==> src/rtl/fetch_unit.sv <==
// fetch_unit: instruction fetch stage for the 17-bit ISA.
// Holds the PC and issues single-outstanding requests to a variable-latency
// instruction memory. Presents one instruction plus its PC to decode, honours
// decode stalls through a one-entry skid buffer, and redirects on taken branches.
// Ports:
//   clk, reset (async, active-low)
//   imem_req/imem_addr      -> one-cycle request pulse and word address
//   imem_rdata/imem_valid   <- returned word
//   stall, pc_src, br_offset <- decode back-pressure and branch redirect
//   instr_out/pc_out/instr_valid -> instruction presented to decode
// Optional (macro FETCH_PERF_CNT_EN): fetch_cnt[31:0], squash_cnt[15:0].
module fetch_unit #(
    parameter int                ADDR_W   = 16,
    parameter int                INSTR_W  = 17,
    parameter logic [ADDR_W-1:0] RESET_PC = '0,
    parameter int                OFF_W    = 11
) (
    input  logic               clk,
    input  logic               reset,
    output logic               imem_req,
    output logic [ADDR_W-1:0]  imem_addr,
    input  logic [INSTR_W-1:0] imem_rdata,
    input  logic               imem_valid,
    input  logic               stall,
    input  logic               pc_src,
    input  logic [OFF_W-1:0]   br_offset,
    output logic [INSTR_W-1:0] instr_out,
    output logic [ADDR_W-1:0]  pc_out,
    output logic               instr_valid
`ifdef FETCH_PERF_CNT_EN
    ,
    output logic [31:0]        fetch_cnt,
    output logic [15:0]        squash_cnt
`endif
);

    typedef enum logic [2:0] {
        S_IDLE,
        S_REQ,
        S_WAIT,
        S_HELD,
        S_SQUASH
    } state_e;

    state_e             state_q, state_d;
    logic               req_q, req_d;
    logic [ADDR_W-1:0]  pc_q, pc_d;
    logic [ADDR_W-1:0]  pc_out_q, pc_out_d;
    logic [INSTR_W-1:0] instr_q, instr_d;
    logic               valid_q, valid_d;
    logic [ADDR_W-1:0]  skid_pc_q, skid_pc_d;
    logic [INSTR_W-1:0] skid_instr_q, skid_instr_d;

    logic               redirect;
    logic [ADDR_W-1:0]  target;
    logic [ADDR_W-1:0]  pc_inc;
    logic               deliver;
    logic               squash_word;

    // A branch can only be taken while decode actually holds an instruction.
    assign redirect = pc_src & valid_q;
    assign target   = pc_out_q
                    + {{(ADDR_W-OFF_W){br_offset[OFF_W-1]}}, br_offset};
    assign pc_inc   = pc_q + ADDR_W'(1);

    always_comb begin
        state_d      = state_q;
        pc_d         = pc_q;
        pc_out_d     = pc_out_q;
        instr_d      = instr_q;
        valid_d      = valid_q;
        skid_pc_d    = skid_pc_q;
        skid_instr_d = skid_instr_q;
        deliver      = 1'b0;
        squash_word  = 1'b0;

        // Decode takes the current word unless something replaces it below.
        if (valid_q && !stall) begin
            valid_d = 1'b0;
        end

        unique case (state_q)
            S_IDLE: state_d = S_REQ;
            S_REQ:  state_d = S_WAIT;
            S_WAIT: begin
                if (imem_valid) begin
                    pc_d = pc_inc;
                    if (!valid_q || !stall) begin
                        instr_d  = imem_rdata;
                        pc_out_d = pc_q;
                        valid_d  = 1'b1;
                        deliver  = 1'b1;
                        state_d  = S_REQ;
                    end else begin
                        skid_instr_d = imem_rdata;
                        skid_pc_d    = pc_q;
                        state_d      = S_HELD;
                    end
                end
            end
            S_HELD: begin
                if (!stall) begin
                    instr_d  = skid_instr_q;
                    pc_out_d = skid_pc_q;
                    valid_d  = 1'b1;
                    deliver  = 1'b1;
                    state_d  = S_REQ;
                end
            end
            S_SQUASH: begin
                if (imem_valid) begin
                    squash_word = 1'b1;
                    state_d     = S_REQ;
                end
            end
            default: state_d = S_IDLE;
        endcase

        // Redirect wins over stall and over a word returning this cycle.
        if (redirect) begin
            pc_d         = target;
            pc_out_d     = pc_out_q;
            instr_d      = instr_q;
            valid_d      = 1'b0;
            skid_pc_d    = '0;
            skid_instr_d = '0;
            deliver      = 1'b0;
            squash_word  = 1'b0;
            unique case (state_q)
                S_WAIT: begin
                    if (imem_valid) begin
                        squash_word = 1'b1;
                        state_d     = S_REQ;
                    end else begin
                        state_d = S_SQUASH;
                    end
                end
                S_REQ:    state_d = S_SQUASH;
                S_SQUASH: begin
                    squash_word = imem_valid;
                    state_d     = imem_valid ? S_REQ : S_SQUASH;
                end
                default:  state_d = S_REQ;
            endcase
        end

        req_d = (state_d == S_REQ);
    end

    always_ff @(posedge clk or negedge reset) begin
        if (!reset) begin
            state_q      <= S_IDLE;
            req_q        <= 1'b0;
            pc_q         <= RESET_PC;
            pc_out_q     <= '0;
            instr_q      <= '0;
            valid_q      <= 1'b0;
            skid_pc_q    <= '0;
            skid_instr_q <= '0;
        end else begin
            state_q      <= state_d;
            req_q        <= req_d;
            pc_q         <= pc_d;
            pc_out_q     <= pc_out_d;
            instr_q      <= instr_d;
            valid_q      <= valid_d;
            skid_pc_q    <= skid_pc_d;
            skid_instr_q <= skid_instr_d;
        end
    end

    assign imem_req    = req_q;
    assign imem_addr   = pc_q;
    assign instr_out   = instr_q;
    assign pc_out      = pc_out_q;
    assign instr_valid = valid_q;

`ifdef FETCH_PERF_CNT_EN
    logic [31:0] fcnt_q, fcnt_d;
    logic [15:0] scnt_q, scnt_d;

    // Both counters saturate rather than wrap.
    always_comb begin
        fcnt_d = fcnt_q;
        scnt_d = scnt_q;
        if (deliver && (fcnt_q != '1)) begin
            fcnt_d = fcnt_q + 32'd1;
        end
        if (squash_word && (scnt_q != '1)) begin
            scnt_d = scnt_q + 16'd1;
        end
    end

    always_ff @(posedge clk or negedge reset) begin
        if (!reset) begin
            fcnt_q <= '0;
            scnt_q <= '0;
        end else begin
            fcnt_q <= fcnt_d;
            scnt_q <= scnt_d;
        end
    end

    assign fetch_cnt  = fcnt_q;
    assign squash_cnt = scnt_q;
`else
    logic unused_perf;
    assign unused_perf = deliver ^ squash_word;
`endif

endmodule
==> config.mk <==
export PLATFORM = sky130hd
export DESIGN_NAME = fetch_unit
export DESIGN_NICKNAME = d
export VERILOG_FILES = /design/src/rtl/fetch_unit.sv
export SDC_FILE = /design/constraint.sdc
export NUM_CORES = 1
export LEC_CHECK = 0
export CORE_MARGIN = 8
export CORE_UTILIZATION = 30
export CTS_CLUSTER_DIAMETER = 60
export DETAILED_ROUTE_END_ITERATION = 10
export DONT_BUFFER_PORTS = 1
export MAX_ROUTING_LAYER = met4
export PLACE_DENSITY = 0.51
export REMOVE_ABC_BUFFERS = 1
export SLEW_MARGIN = 5
export SYNTH_ARGS = -nofsm -noshare
export SYNTH_HDL_FRONTEND = slang
export SYNTH_SLANG_ARGS = --single-unit
==> constraint.sdc <==
create_clock -name clk -period 4.95 [get_ports clk]
set_input_delay 0.495 -clock clk [delete_from_list [all_inputs] [get_ports clk]]
set_output_delay 0.495 -clock clk [all_outputs]
set_load 0.05 [all_outputs]
==> impl_metrics.ini <==
[floorplan]
chipHeight_um = 142.2
die_w_um = 142.2
start_util_pct = 30.39
num_rows = 46
die_area_um2 = 20210
fp.coreArea_um2 = 15710
io_pins = 84

[routing]
vias_per_cell = 4.910
wl_um = 12600
wl_per_cell_um = 17.43
postRouteAntennaNets = 0
first_pass_iters = 4
drc = 0
drt_iter0_markers = 170
via_count = 3550

[sta]
fin_skew_ns = 0.01011
period_share_pct = 54.94
worstMarginPinSlew_ns = 1.190
rsz0062_at_grt = no
relSlewSlack_pct = 20.68
finalMaxSlewViolations = 0
tns_ns = 0
timing.final.crit_period_ns = 2.719
finalHoldViolations = 0
setup_viol = 0
max_freq_ghz = 0.3677

[synth]
synthArstFlopShare_pct = 100.0
synthCells = 521
synth_area_per_cell_um2 = 9.164
synth-edff-count = 0
yosys_warnings = 0
syn_area_um2 = 4775
synth.ff_latch_count = 87
yosysUniqueCellTypes = 54
ys.flop_type = dfrtp_1
ys_seq_area_share_pct = 45.60

[cts]
h-tree-depth = 3
cts_tree = yes
numCtsBuffers = 9
clockRootBuffer = clkbuf_16
cts_setup_buffers = 0
holdBufCountCts = 1
clk_latency_ns = 0.35
cts-resized-gates = 0
cts.sinks = 87
clock_path_buffers = 2
cts.clk_slew.worst_paths_ns = 0.07

[setup_path]
cp_data_required_time_ns = 5.15
critPathArrivalTime_ns = 2.92
endpoint_kind = flip-flop
path_class = reg2reg
crit_path_start_kind = flip-flop
path_max_fanout = 66

[power_and_ir_drop]
powerDensity_nw_per_um2 = 765.1
sequentialPowerShare_pct = 51.3
pwr-share-clk_pct = 16.2
p_leak_nw = 2.446
finalPower_mw = 3.994
intPower_mw = 1.906
switching_share_pct = 52.27
switchingPower_mw = 2.087
ir_drop_mv = 0.2672
comb_power_share_pct = 32.5

[layout]
seq_area_um2 = 2177
fillers = 1641
n_antenna_cell = 0
fin_nets = 552
fin_cells = 723
syn2layout_area_growth_pct = 9.329
final_common_cell = nand2_1
multi_input_area_um2 = 2439
drive_gt1_share_pct = 5.720
final_cell_mix = nand2_1, dfrtp_1, o21ai_0

[status]
status = complete, no violations

[placed_design]
io_buffers = 0
place_congestion = 0.7712
dp_cells = 706
dp_hpwl_um = 8256

[grt]
grt_max_degree = 88
grt_pass1_wl_um = 20290
grt_overflow = 0
antenna_found_initial = 0
grt_pass1_vias = 3556
grt.total_usage_pct = 13.39

[worst_hold_path]
hold_class = in2async

[flow_run]
cap_violations = 0
[worst max-delay path, cell delays in order, from the launching register on]
cell and delay (ns):
dfrtp_1 0.77, nand2_2 0.81, o21ai_4 0.22, buf_4 0.52
o21ai_0 0.19
[layer usage]
metal,vias to the layer above,global-route usage [%],wire length (µm)
met5,-,-,0
met4,0,6.670,301
met3,18,2.549,565
met2,59,20.34,5870
li1,1799,-,-
met1,1674,16.77,5861
[synthesized netlist by cell type (all sizes together) (2+ instances only)]
cell type  number  area [µm²]
dfrtp          87        2177
and4            2       17.52
o31ai           5       37.54
buf            21       107.6
o21a            2       15.01
or3             2       12.51
xnor2          10       87.58
inv             6       22.52
a21oi          18       93.84
o211a           2       20.02
o31a            4       35.03
nand3          11       60.06
o21ai          80       400.4
a211oi          8       60.06
and2            2       12.51
nand4           7       58.81
nand2         125       474.2
nor4            3       18.77
nor2           10       37.54
xor2           10       87.58
nor3            8       55.05
clkbuf         12       45.04
a31oi           3       18.77
a22oi           3       22.52
ha             16       200.2
nand2b          2       12.51
a21o            8       61.31
o211ai          2       15.01
and3            4       25.02
mux2i          33       330.3
[state kept, by name (all words and copies together), names as in the netlist]
name          cells
imem_addr        16
imem_req          1
instr_out        17
instr_valid       1
pc_out           16
skid_instr_q     17
skid_pc_q        16
state_q           3
[per-stage QoR]
step	hold slack [ns]	setup WS [ns]	cell area (µm²)	util, %
finish	0.03129	2.231	5220	33.22
global route	0.08820	1.930	5220	33.22
CTS	0.08190	2.192	5220	33.22
detailed placement	0.2027	2.194	4923	31.33
global placement	0.2021	2.267	4923	31.33
floorplan	0.1994	0.6579	4622	-
[cell type report]
class	instances	share of cell area, %
Multi-Input combinational cell	395	46.72
Sequential cell	87	41.71
Tap cell	216	5.177
Clock buffer	13	4.794
Timing Repair Buffer	3	0.8150
Inverter	6	0.4314
Clock inverter	3	0.3595
[worst paths after layout]
| kind | from | to | slack [ns] | cells past startpoint |
|---|---|---|---|---|
| hold / removal | reset | state_q[2]$_DFF_PN0_ | 0.03 | 1 |
| hold reg to reg | skid_pc_q[7]$_DFFE_PN0P_ | skid_pc_q[7]$_DFFE_PN0P_ | 0.47 | 2 |
| max in group asynchronous | reset | pc_out[5]$_DFFE_PN0P_ | 4.50 | 1 |
| min in group clk | pc_src | instr_valid$_DFF_PN0_ | 0.25 | 1 |
| setup / recovery | instr_valid$_DFF_PN0_ | instr_out[13]$_DFFE_PN0P_ | 2.23 | 4 |
| setup reg to reg | instr_valid$_DFF_PN0_ | instr_out[13]$_DFFE_PN0P_ | 2.23 | 4 |
[power by group through the flow]
stage | Combinational [mW] | Sequential (mW) | Clock (mW)
floorplan | 1.04 | 1.94 | 0
global placement | 1.27 | 2.07 | 0
detailed placement | 1.29 | 2.08 | 0
CTS | 1.31 | 2.07 | 0.666
global route | 1.50 | 2.11 | 0.693
finish | 1.30 | 2.05 | 0.648
[kinds of logic after synthesis]
kind of cell	Yosys count	share of synthesized area [%]
buf+inv	39	3.669
simple gates	181	17.45
xor+xnor	20	3.669
fa+ha+maj	17	4.612
flops	87	45.60
mux	33	6.918
compound gates	144	18.08
Note: power is estimated with default switching activity, not from simulation.
